## config.mk

```make
export PLATFORM = sky130hd
export DESIGN_NAME = muldiv_sequencer
export DESIGN_NICKNAME = d
export VERILOG_FILES = /design/src/rtl/muldiv_sequencer.sv
export SDC_FILE = /design/constraint.sdc
export NUM_CORES = 1
export LEC_CHECK = 0
export BUFFER_PORTS_ARGS = -buffer_cell sky130_fd_sc_hd__buf_4
export CORE_ASPECT_RATIO = 1.75
export CORE_UTILIZATION = 39
export DETAILED_ROUTE_END_ITERATION = 7
export PLACE_DENSITY_LB_ADDON = 0.15
export SLEW_MARGIN = 40
export SYNTH_ARGS = -nofsm -noshare
export SYNTH_HDL_FRONTEND = slang
export SYNTH_SLANG_ARGS = --single-unit
```

## constraint.sdc

```tcl
create_clock -name clk -period 6.7 [get_ports clk]
set_input_delay 0.67 -clock clk [delete_from_list [all_inputs] [get_ports clk]]
set_output_delay 0.67 -clock clk [all_outputs]
set_load 0.1 [all_outputs]
```

## src/rtl/muldiv_sequencer.sv

```systemverilog
// muldiv_sequencer: iterative RV32M multiply/divide unit.
//
// Ports:
//   clk, rst        - clock; synchronous active-high reset
//   start, op, a, b - request (op = RV32M funct3), captured when accepted
//   flush           - aborts the in-flight operation (forces IDLE)
//   ready           - a request may be accepted this cycle (IDLE or DONE)
//   busy            - operation in flight (CALC or FIX)
//   done            - one-cycle pulse, result valid
//   result          - last completed result, held until the next one lands
//
// Build option: define MULDIV_FAST_MUL_EN for a single-cycle multiplier
// (multiplies go accept -> DONE). Without it, multiplies take the same
// 32-step CALC + FIX path as division.
module muldiv_sequencer (
  input  logic        clk,
  input  logic        rst,
  input  logic        start,
  input  logic [2:0]  op,
  input  logic [31:0] a,
  input  logic [31:0] b,
  input  logic        flush,
  output logic        ready,
  output logic        busy,
  output logic        done,
  output logic [31:0] result
);

  typedef enum logic [1:0] {IDLE, CALC, FIX, DONE} state_t;

  localparam logic [2:0] OP_MUL    = 3'b000;
  localparam logic [2:0] OP_MULH   = 3'b001;
  localparam logic [2:0] OP_MULHSU = 3'b010;
  localparam logic [2:0] OP_MULHU  = 3'b011;
  localparam logic [2:0] OP_DIV    = 3'b100;
  localparam logic [2:0] OP_DIVU   = 3'b101;
  localparam logic [2:0] OP_REM    = 3'b110;
  localparam logic [2:0] OP_REMU   = 3'b111;

  state_t      state_q, state_d;
  logic [4:0]  cnt_q, cnt_d;
  logic [2:0]  op_q, op_d;
  logic [31:0] hi_q, hi_d;        // remainder (div) / product high half (mul)
  logic [31:0] lo_q, lo_d;        // dividend->quotient (div) / multiplier->product low (mul)
  logic [31:0] mcand_q, mcand_d;  // |divisor| or |multiplicand|
  logic        neg_q, neg_d;      // operand signs differ: negate quotient/product
  logic        neg_rem_q, neg_rem_d; // dividend negative: negate remainder
  logic [31:0] result_q, result_d;

  assign ready  = (state_q == IDLE) || (state_q == DONE);
  assign busy   = (state_q == CALC) || (state_q == FIX);
  assign done   = (state_q == DONE);
  assign result = result_q;

  // ---------------- request decode ----------------
  logic        accept;
  logic        sgn_a, sgn_b, neg_a, neg_b;
  logic [31:0] mag_a, mag_b;
  logic        div_zero, div_ovf;
  logic [31:0] special_res;

  assign accept = start & ready & ~flush;

  // Div ops: op[0]=0 is signed. Mul ops: rs1 signed except MULHU,
  // rs2 signed only for MUL/MULH (op[1]=0).
  assign sgn_a = op[2] ? ~op[0] : (op[1:0] != 2'b11);
  assign sgn_b = op[2] ? ~op[0] : ~op[1];
  assign neg_a = sgn_a & a[31];
  assign neg_b = sgn_b & b[31];
  assign mag_a = neg_a ? (~a + 32'd1) : a;
  assign mag_b = neg_b ? (~b + 32'd1) : b;

  assign div_zero = op[2] & (b == 32'd0);
  assign div_ovf  = op[2] & ~op[0] & (a == 32'h8000_0000) & (b == 32'hFFFF_FFFF);
  // op[1] selects REM* over DIV*
  assign special_res = div_zero ? (op[1] ? a : 32'hFFFF_FFFF)
                                : (op[1] ? 32'd0 : 32'h8000_0000);

`ifdef MULDIV_FAST_MUL_EN
  // 33x33 signed product; only the low 64 bits are ever needed, so the
  // operands are extended to 64 and the wrapped product is exact there.
  logic signed [63:0] fa, fb, fprod;
  logic        [31:0] fast_res;
  assign fa       = {{31{sgn_a & a[31]}}, sgn_a & a[31], a};
  assign fb       = {{31{sgn_b & b[31]}}, sgn_b & b[31], b};
  assign fprod    = fa * fb;
  assign fast_res = (op == OP_MUL) ? fprod[31:0] : fprod[63:32];
`endif

  // ---------------- iteration step ----------------
  // Restoring divide: 33-bit partial remainder. When the subtract succeeds
  // the true difference is below the divisor, so a 32-bit wrap is exact.
  logic [32:0] shifted;
  logic        q_bit;
  logic [31:0] rem_next;
  assign shifted  = {hi_q, lo_q[31]};
  assign q_bit    = (shifted >= {1'b0, mcand_q});
  assign rem_next = q_bit ? (shifted[31:0] - mcand_q) : shifted[31:0];

  // Shift-add multiply on magnitudes, product shifts right through hi:lo.
  logic [32:0] sum;
  assign sum = {1'b0, hi_q} + (lo_q[0] ? {1'b0, mcand_q} : 33'd0);

  // ---------------- sign fix-up ----------------
  logic [63:0] prod, prod_fix;
  logic [31:0] quo_fix, rem_fix, fix_res;
  assign prod     = {hi_q, lo_q};
  assign prod_fix = neg_q ? (~prod + 64'd1) : prod;
  assign quo_fix  = neg_q ? (~lo_q + 32'd1) : lo_q;
  assign rem_fix  = neg_rem_q ? (~hi_q + 32'd1) : hi_q;

  always_comb begin
    fix_res = prod_fix[63:32];
    case (op_q)
      OP_MUL:                    fix_res = prod_fix[31:0];
      OP_MULH, OP_MULHSU, OP_MULHU: fix_res = prod_fix[63:32];
      OP_DIV, OP_DIVU:           fix_res = quo_fix;
      OP_REM, OP_REMU:           fix_res = rem_fix;
      default:                   fix_res = prod_fix[63:32];
    endcase
  end

  // ---------------- next state ----------------
  always_comb begin
    state_d   = state_q;
    cnt_d     = cnt_q;
    op_d      = op_q;
    hi_d      = hi_q;
    lo_d      = lo_q;
    mcand_d   = mcand_q;
    neg_d     = neg_q;
    neg_rem_d = neg_rem_q;
    result_d  = result_q;

    case (state_q)
      CALC: begin
        cnt_d = cnt_q + 5'd1;
        if (op_q[2]) begin
          hi_d = rem_next;
          lo_d = {lo_q[30:0], q_bit};
        end else begin
          hi_d = sum[32:1];
          lo_d = {sum[0], lo_q[31:1]};
        end
        if (cnt_q == 5'd31) state_d = FIX;
      end
      FIX: begin
        result_d = fix_res;
        state_d  = DONE;
      end
      DONE:    state_d = IDLE;
      default: state_d = state_q;
    endcase

    // Accept is only possible in IDLE/DONE, so it overrides DONE -> IDLE.
    if (accept) begin
      op_d      = op;
      hi_d      = 32'd0;
      lo_d      = mag_a;
      mcand_d   = mag_b;
      neg_d     = neg_a ^ neg_b;
      neg_rem_d = neg_a;
      cnt_d     = 5'd0;
      if (div_zero || div_ovf) begin
        state_d  = DONE;
        result_d = special_res;
      end
`ifdef MULDIV_FAST_MUL_EN
      else if (!op[2]) begin
        state_d  = DONE;
        result_d = fast_res;
      end
`endif
      else begin
        state_d = CALC;
      end
    end

    // Flush beats everything; an aborted FIX must not land its result.
    if (flush) begin
      state_d  = IDLE;
      result_d = result_q;
    end
  end

  always_ff @(posedge clk) begin
    if (rst) begin
      state_q   <= IDLE;
      cnt_q     <= 5'd0;
      op_q      <= 3'd0;
      hi_q      <= 32'd0;
      lo_q      <= 32'd0;
      mcand_q   <= 32'd0;
      neg_q     <= 1'b0;
      neg_rem_q <= 1'b0;
      result_q  <= 32'd0;
    end else begin
      state_q   <= state_d;
      cnt_q     <= cnt_d;
      op_q      <= op_d;
      hi_q      <= hi_d;
      lo_q      <= lo_d;
      mcand_q   <= mcand_d;
      neg_q     <= neg_d;
      neg_rem_q <= neg_rem_d;
      result_q  <= result_d;
    end
  end

endmodule
```

---- Word level (Yosys, flattened, before mapping) ----
Index checks and enable logic that the tools add are counted.
word-level totals
  latch bits .............................. 0
  output and inout bits ................... 35
  memories ................................ 0
  word-level logic and storage cells ...... 88
  bits in writable memories ............... 0
  ROM bits ................................ 0
  bits in registers ....................... 140
operators by class
  order comparisons ....................... 1
  muxes and demuxes ....................... 24
  shift operators ......................... 0
  bitwise gates (word level) .............. 17
  equality and inequality tests ........... 15
  div/mod/pow operators ................... 0
  reductions and logical operators ........ 14
  $mul .................................... 0
  add/subtract/negate cells ............... 8
operator list
  operator                                              number
  two-way mux 32 bit                                    16
  adder 32 x 1 -> 32 bit (second input constant)        4
  NOT 32 bit                                            4
  case mux 32 bit (4 select lines)                      1
  adder 64 x 1 -> 64 bit (second input constant)        1
  equality test 32 bit (second input constant)          2
  two-way mux 64 bit                                    1
  NOT 64 bit                                            1
  adder 32 x 32 -> 33 bit                               1
  >= comparator 33 x 32 -> 1 bit                        1
  logical NOT 32 bit                                    1
  subtractor 32 bit                                     1
  equality test 3 bit (second input constant)           4
  AND 1 bit                                             8
  OR reduction 2 bit                                    4
  equality test 3 x 2 -> 1 bit (second input constant)  2
  two-way mux 2 bit                                     3
  case mux 2 bit (3 select lines)                       1
  adder 5 x 1 -> 5 bit (second input constant)          1
  equality test 5 bit (second input constant)           1
  equality test 2 bit (second input constant)           2
  nonzero test 4 bit                                    1
  equality test 3 x 1 -> 1 bit (second input constant)  1
  logical NOT 3 bit                                     1
  11 further kinds                                      16

---- Longest topological paths before layout ----
  depth in word-level cells ............... 7
  mapped depth ............................ 14
  depth with buffers taken out ............ 13

---- Worst setup path before layout ----
Ideal clock, no wire load.
  path type ............................... flip-flop to flip-flop
  start point ............................. register lo_q[0]
  end point ............................... register hi_q[31]
  data arrival time ....................... 3.041 ns
  path slack .............................. 3.564 ns
  library setup time ...................... 0.095 ns
  cell stages (with the launch flop) ...... 14
  cell sequence ........................... dfxtp_1 > inv_1 > buf_1 > nor2_1 > ha_1 > clkbuf_1 > nand4_1 > or3_1 > o31a_1 > a311oi_2 > nand2_1 > a21boi_0 > nand3_1 > a221oi_1
on the way
  word-level cells in the longest chain between the ends .. 3
RTL lines
  what                      line  text
  start: declaration        44    logic [31:0] lo_q, lo_d;
  start signal: assignment  202   lo_q <= lo_d;
  two-way mux 32 bit        102   assign sum = {1'b0, hi_q} + (lo_q[0] ? {1'b0, mcand_q} : 33'd0);
  adder 32 x 32 -> 33 bit   102
  two-way mux 32 bit        138   if (op_q[2]) begin
  end signal: assignment    201   hi_q <= hi_d;
  end: declaration          43    logic [31:0] hi_q, hi_d;
No other way between the ends.
A chain may end at the register's enable or synchronous reset.

---- Worst setup path after layout ----
  start point ............................. register lo_q[0]
  end point ............................... register hi_q[26]
The elaborated chain is that of the path after synthesis.

==> reports/metrics.cfg <==
[run_status]
status = finished, final reports clean

[worst_setup_path]
crit_path_max_fanout = 31
worst_setup_path_end_kind = register
crit_path_start_kind = register
required_ps = 7060
worst_ep_arrival_time_ps = 4520
worst-setup-path-type = register to register

[detailed_routing]
drt_iter0_drc = 1101
first_pass_iters = 5
via_count = 15700
post_drt_wl_per_cell_um = 24.1
wirelength_um = 60300
antenna_left = 0
via_per_inst = 6.25
drcViolationCount = 0

[sta]
tightest_slew_ps = 804
setup_ws_ps = 2540
relSlewSlack = 0.460
slew_viol_final = 0
finalSetupTns_ps = 0
finalCriticalPeriod_ps = 4160
fmax_ghz = 0.241
rsz0062_at_grt = no
finalCritPeriodShare = 0.620
setup_viol = 0
finalHoldViolations = 0
finalClockSkew_ps = 15.5

[clock_tree]
cts_buffers = 17
htree_levels = 4
cts_tree = done
cts-root-buf = clkbuf_16
clock-sinks = 140
post_cts_buffers = 0
clkLatencyLatePin_ps = 460
cts.hold.buffers_added = 0
clkTransAtPathRegs_ps = 70
cts.repair.resized = 0
clk_path_buf_depth = 2

[power_and_ir_drop]
p_clk_frac = 0.290
power_uw = 3500
p_seq_frac = 0.288
powerDensity_nw_per_um2 = 218
comb_power_share = 0.421
power.internal_uw = 1950
p_leak_uw = 0.00607
power.share.switching = 0.442
p_switching_uw = 1550
peakVddDrop_v = 0.000207

[synth]
synthDistinctLibCells = 101
async_reset_ff_frac = 0
synth_fp_nets = 2166
synth_edf_count = 0
yosys_warnings = 0
syn_inst = 2016
ys_ff_latch = 140
synth_area_per_cell_sq_um = 7.18
synthFlopType = dfxtp_1
yosysSeqAreaShare = 0.194
netlist_area_sq_um = 14500

[finish]
layout.nets = 2169
syn2layout_area_growth_pct = 11.0
drive_gt1_frac = 0.111
final_cell_mix = 226 x nor2_1, 172 x nand2_1, 167 x o21ai_0
final_util = 0.439
final_area_sq_um = 16100
final_common_cell = nor2_1
antenna_cells = 0
nFillCells = 3906

[global_route]
grt_pass1_wl_um = 91700
grt_pass1_vias = 15500
antenna_found_initial = 0
grt_max_degree = 73
overflow = 0
grt_usage = 0.319

[placed_design]
dpl_worst_slack_ps = 2540
routabilityCongestion = 0.956
port_buffers = 105
place_area_sq_um = 15500
hpwl_um = 46300

[floorplanning]
initial_core_util = 0.395
fp.dieArea_sq_um = 37900
die_w_um = 148
num_rows = 93
coreArea_sq_um = 36700
num_io_pins = 106
die_y_um = 257

[run]
cap_viol_max_count = 0

[hold_path]
hp-class = register to register

critical path: stages (launching register included):
cell and delay (ps):
dfxtp_1 480, inv_1 140, buf_4 260, nor2_1 230
ha_1 290, a211oi_1 370, o21ai_0 240, a21oi_1 430
nor2_1 180, a41oi_1 580, o21ai_0 280, a21oi_1 220
xor2_1 80, a211oi_1 260
Yosys cell counts, types with 5 or more instances:
cell | number | area (sq um)
a211o_1 | 6 | 52.6
a211oi_1 | 98 | 736
a21boi_0 | 10 | 75.1
a21o_1 | 29 | 218
a21oi_1 | 153 | 766
a221oi_1 | 8 | 70.1
a22oi_1 | 6 | 45.0
a311oi_1 | 19 | 166
a31o_2 | 10 | 87.6
a31oi_1 | 28 | 175
and2_1 | 7 | 43.8
and3_1 | 13 | 81.3
and4_1 | 5 | 43.8
buf_1 | 12 | 45.0
buf_2 | 16 | 80.1
clkbuf_1 | 106 | 398
dfxtp_1 | 140 | 2800
ha_1 | 77 | 963
inv_1 | 73 | 274
mux2i_1 | 42 | 420
nand2_1 | 174 | 653
nand2b_1 | 16 | 100
nand3_1 | 33 | 165
nand4_1 | 24 | 150
nor2_1 | 227 | 852
nor2b_1 | 7 | 43.8
nor3_1 | 49 | 245
nor3b_1 | 5 | 37.5
nor4_1 | 19 | 119
o211ai_1 | 20 | 150
o21a_1 | 16 | 120
o21ai_0 | 167 | 836
o21ai_1 | 7 | 35.0
o21bai_1 | 10 | 75.1
o221ai_1 | 12 | 105
o22ai_1 | 18 | 113
o31a_1 | 6 | 52.6
o31ai_1 | 23 | 173
o41ai_1 | 8 | 70.1
or2_2 | 5 | 31.3
or3_1 | 33 | 206
or4_1 | 16 | 120
xnor2_1 | 73 | 639
xor2_1 | 91 | 797
power groups by stage:
stage                     Clock, uW  Sequential, uW  Combinational (uW)
after detailed placement          0            1020                1450
after floorplan                   0            1020                1010
after CTS                      1030            1010                1460
after global placement            0            1020                1440
final                          1010            1010                1470
after global routing           1060            1020                1600
per-layer routing:
metal	vias up	wire, um	track usage
met1	7403	20900	0.312
met5	-	0	0
met4	0	5460	0.267
li1	7448	-	-
met2	592	31400	0.585
met3	227	2600	0.0445
worst paths after layout:
check / slack, ps / endpoint / from / cells past startpoint
max: 2540 / hi_q[26] / lo_q[0] / 13
min: 470 / mcand_q[31] / mcand_q[31] / 2
max reg2reg: 2540 / hi_q[26] / lo_q[0] / 13
min reg2reg: 470 / mcand_q[31] / mcand_q[31] / 2
state kept, by name, indices dropped and copies added, names as in the netlist:
| register | count |
|---|---|
| cnt_q | 5 |
| hi_q | 32 |
| lo_q | 32 |
| mcand_q | 32 |
| neg_q | 1 |
| neg_rem_q | 1 |
| op_q | 3 |
| result | 32 |
| state_q | 2 |
cell families (layout without fill, tap and decap cells):
group / count (synthesis) / in the layout / synth area share
AOI/OAI and AO/OA: 700 / 700 / 0.317
and+or+nand+nor: 667 / 667 / 0.228
buffers and inverters: 221 / 237 / 0.0619
xor gates and xnor gates: 164 / 164 / 0.0992
DFF: 140 / 140 / 0.194
adders and majority gates: 79 / 79 / 0.0693
muxes: 45 / 45 / 0.0314
final cells by class:
class | instances | area, sq um | area share
Clock inverter | 13 | 148 | 0.00918
Inverter | 75 | 282 | 0.0175
Sequential cell | 140 | 2810 | 0.175
Clock buffer | 19 | 454 | 0.0282
Multi-Input combinational cell | 1655 | 10800 | 0.672
Tap cell | 475 | 594 | 0.0370
Timing Repair Buffer | 130 | 988 | 0.0615
through the flow:
step	hold WS [ps]	instances
3_5_place_dp	463	2475
3_3_place_gp	458	2474
5_1_grt	500	2507
6_report	473	2507
4_1_cts	473	2507
2_1_floorplan	432	2016
No activity file was read; power rests on OpenSTA's default activity.
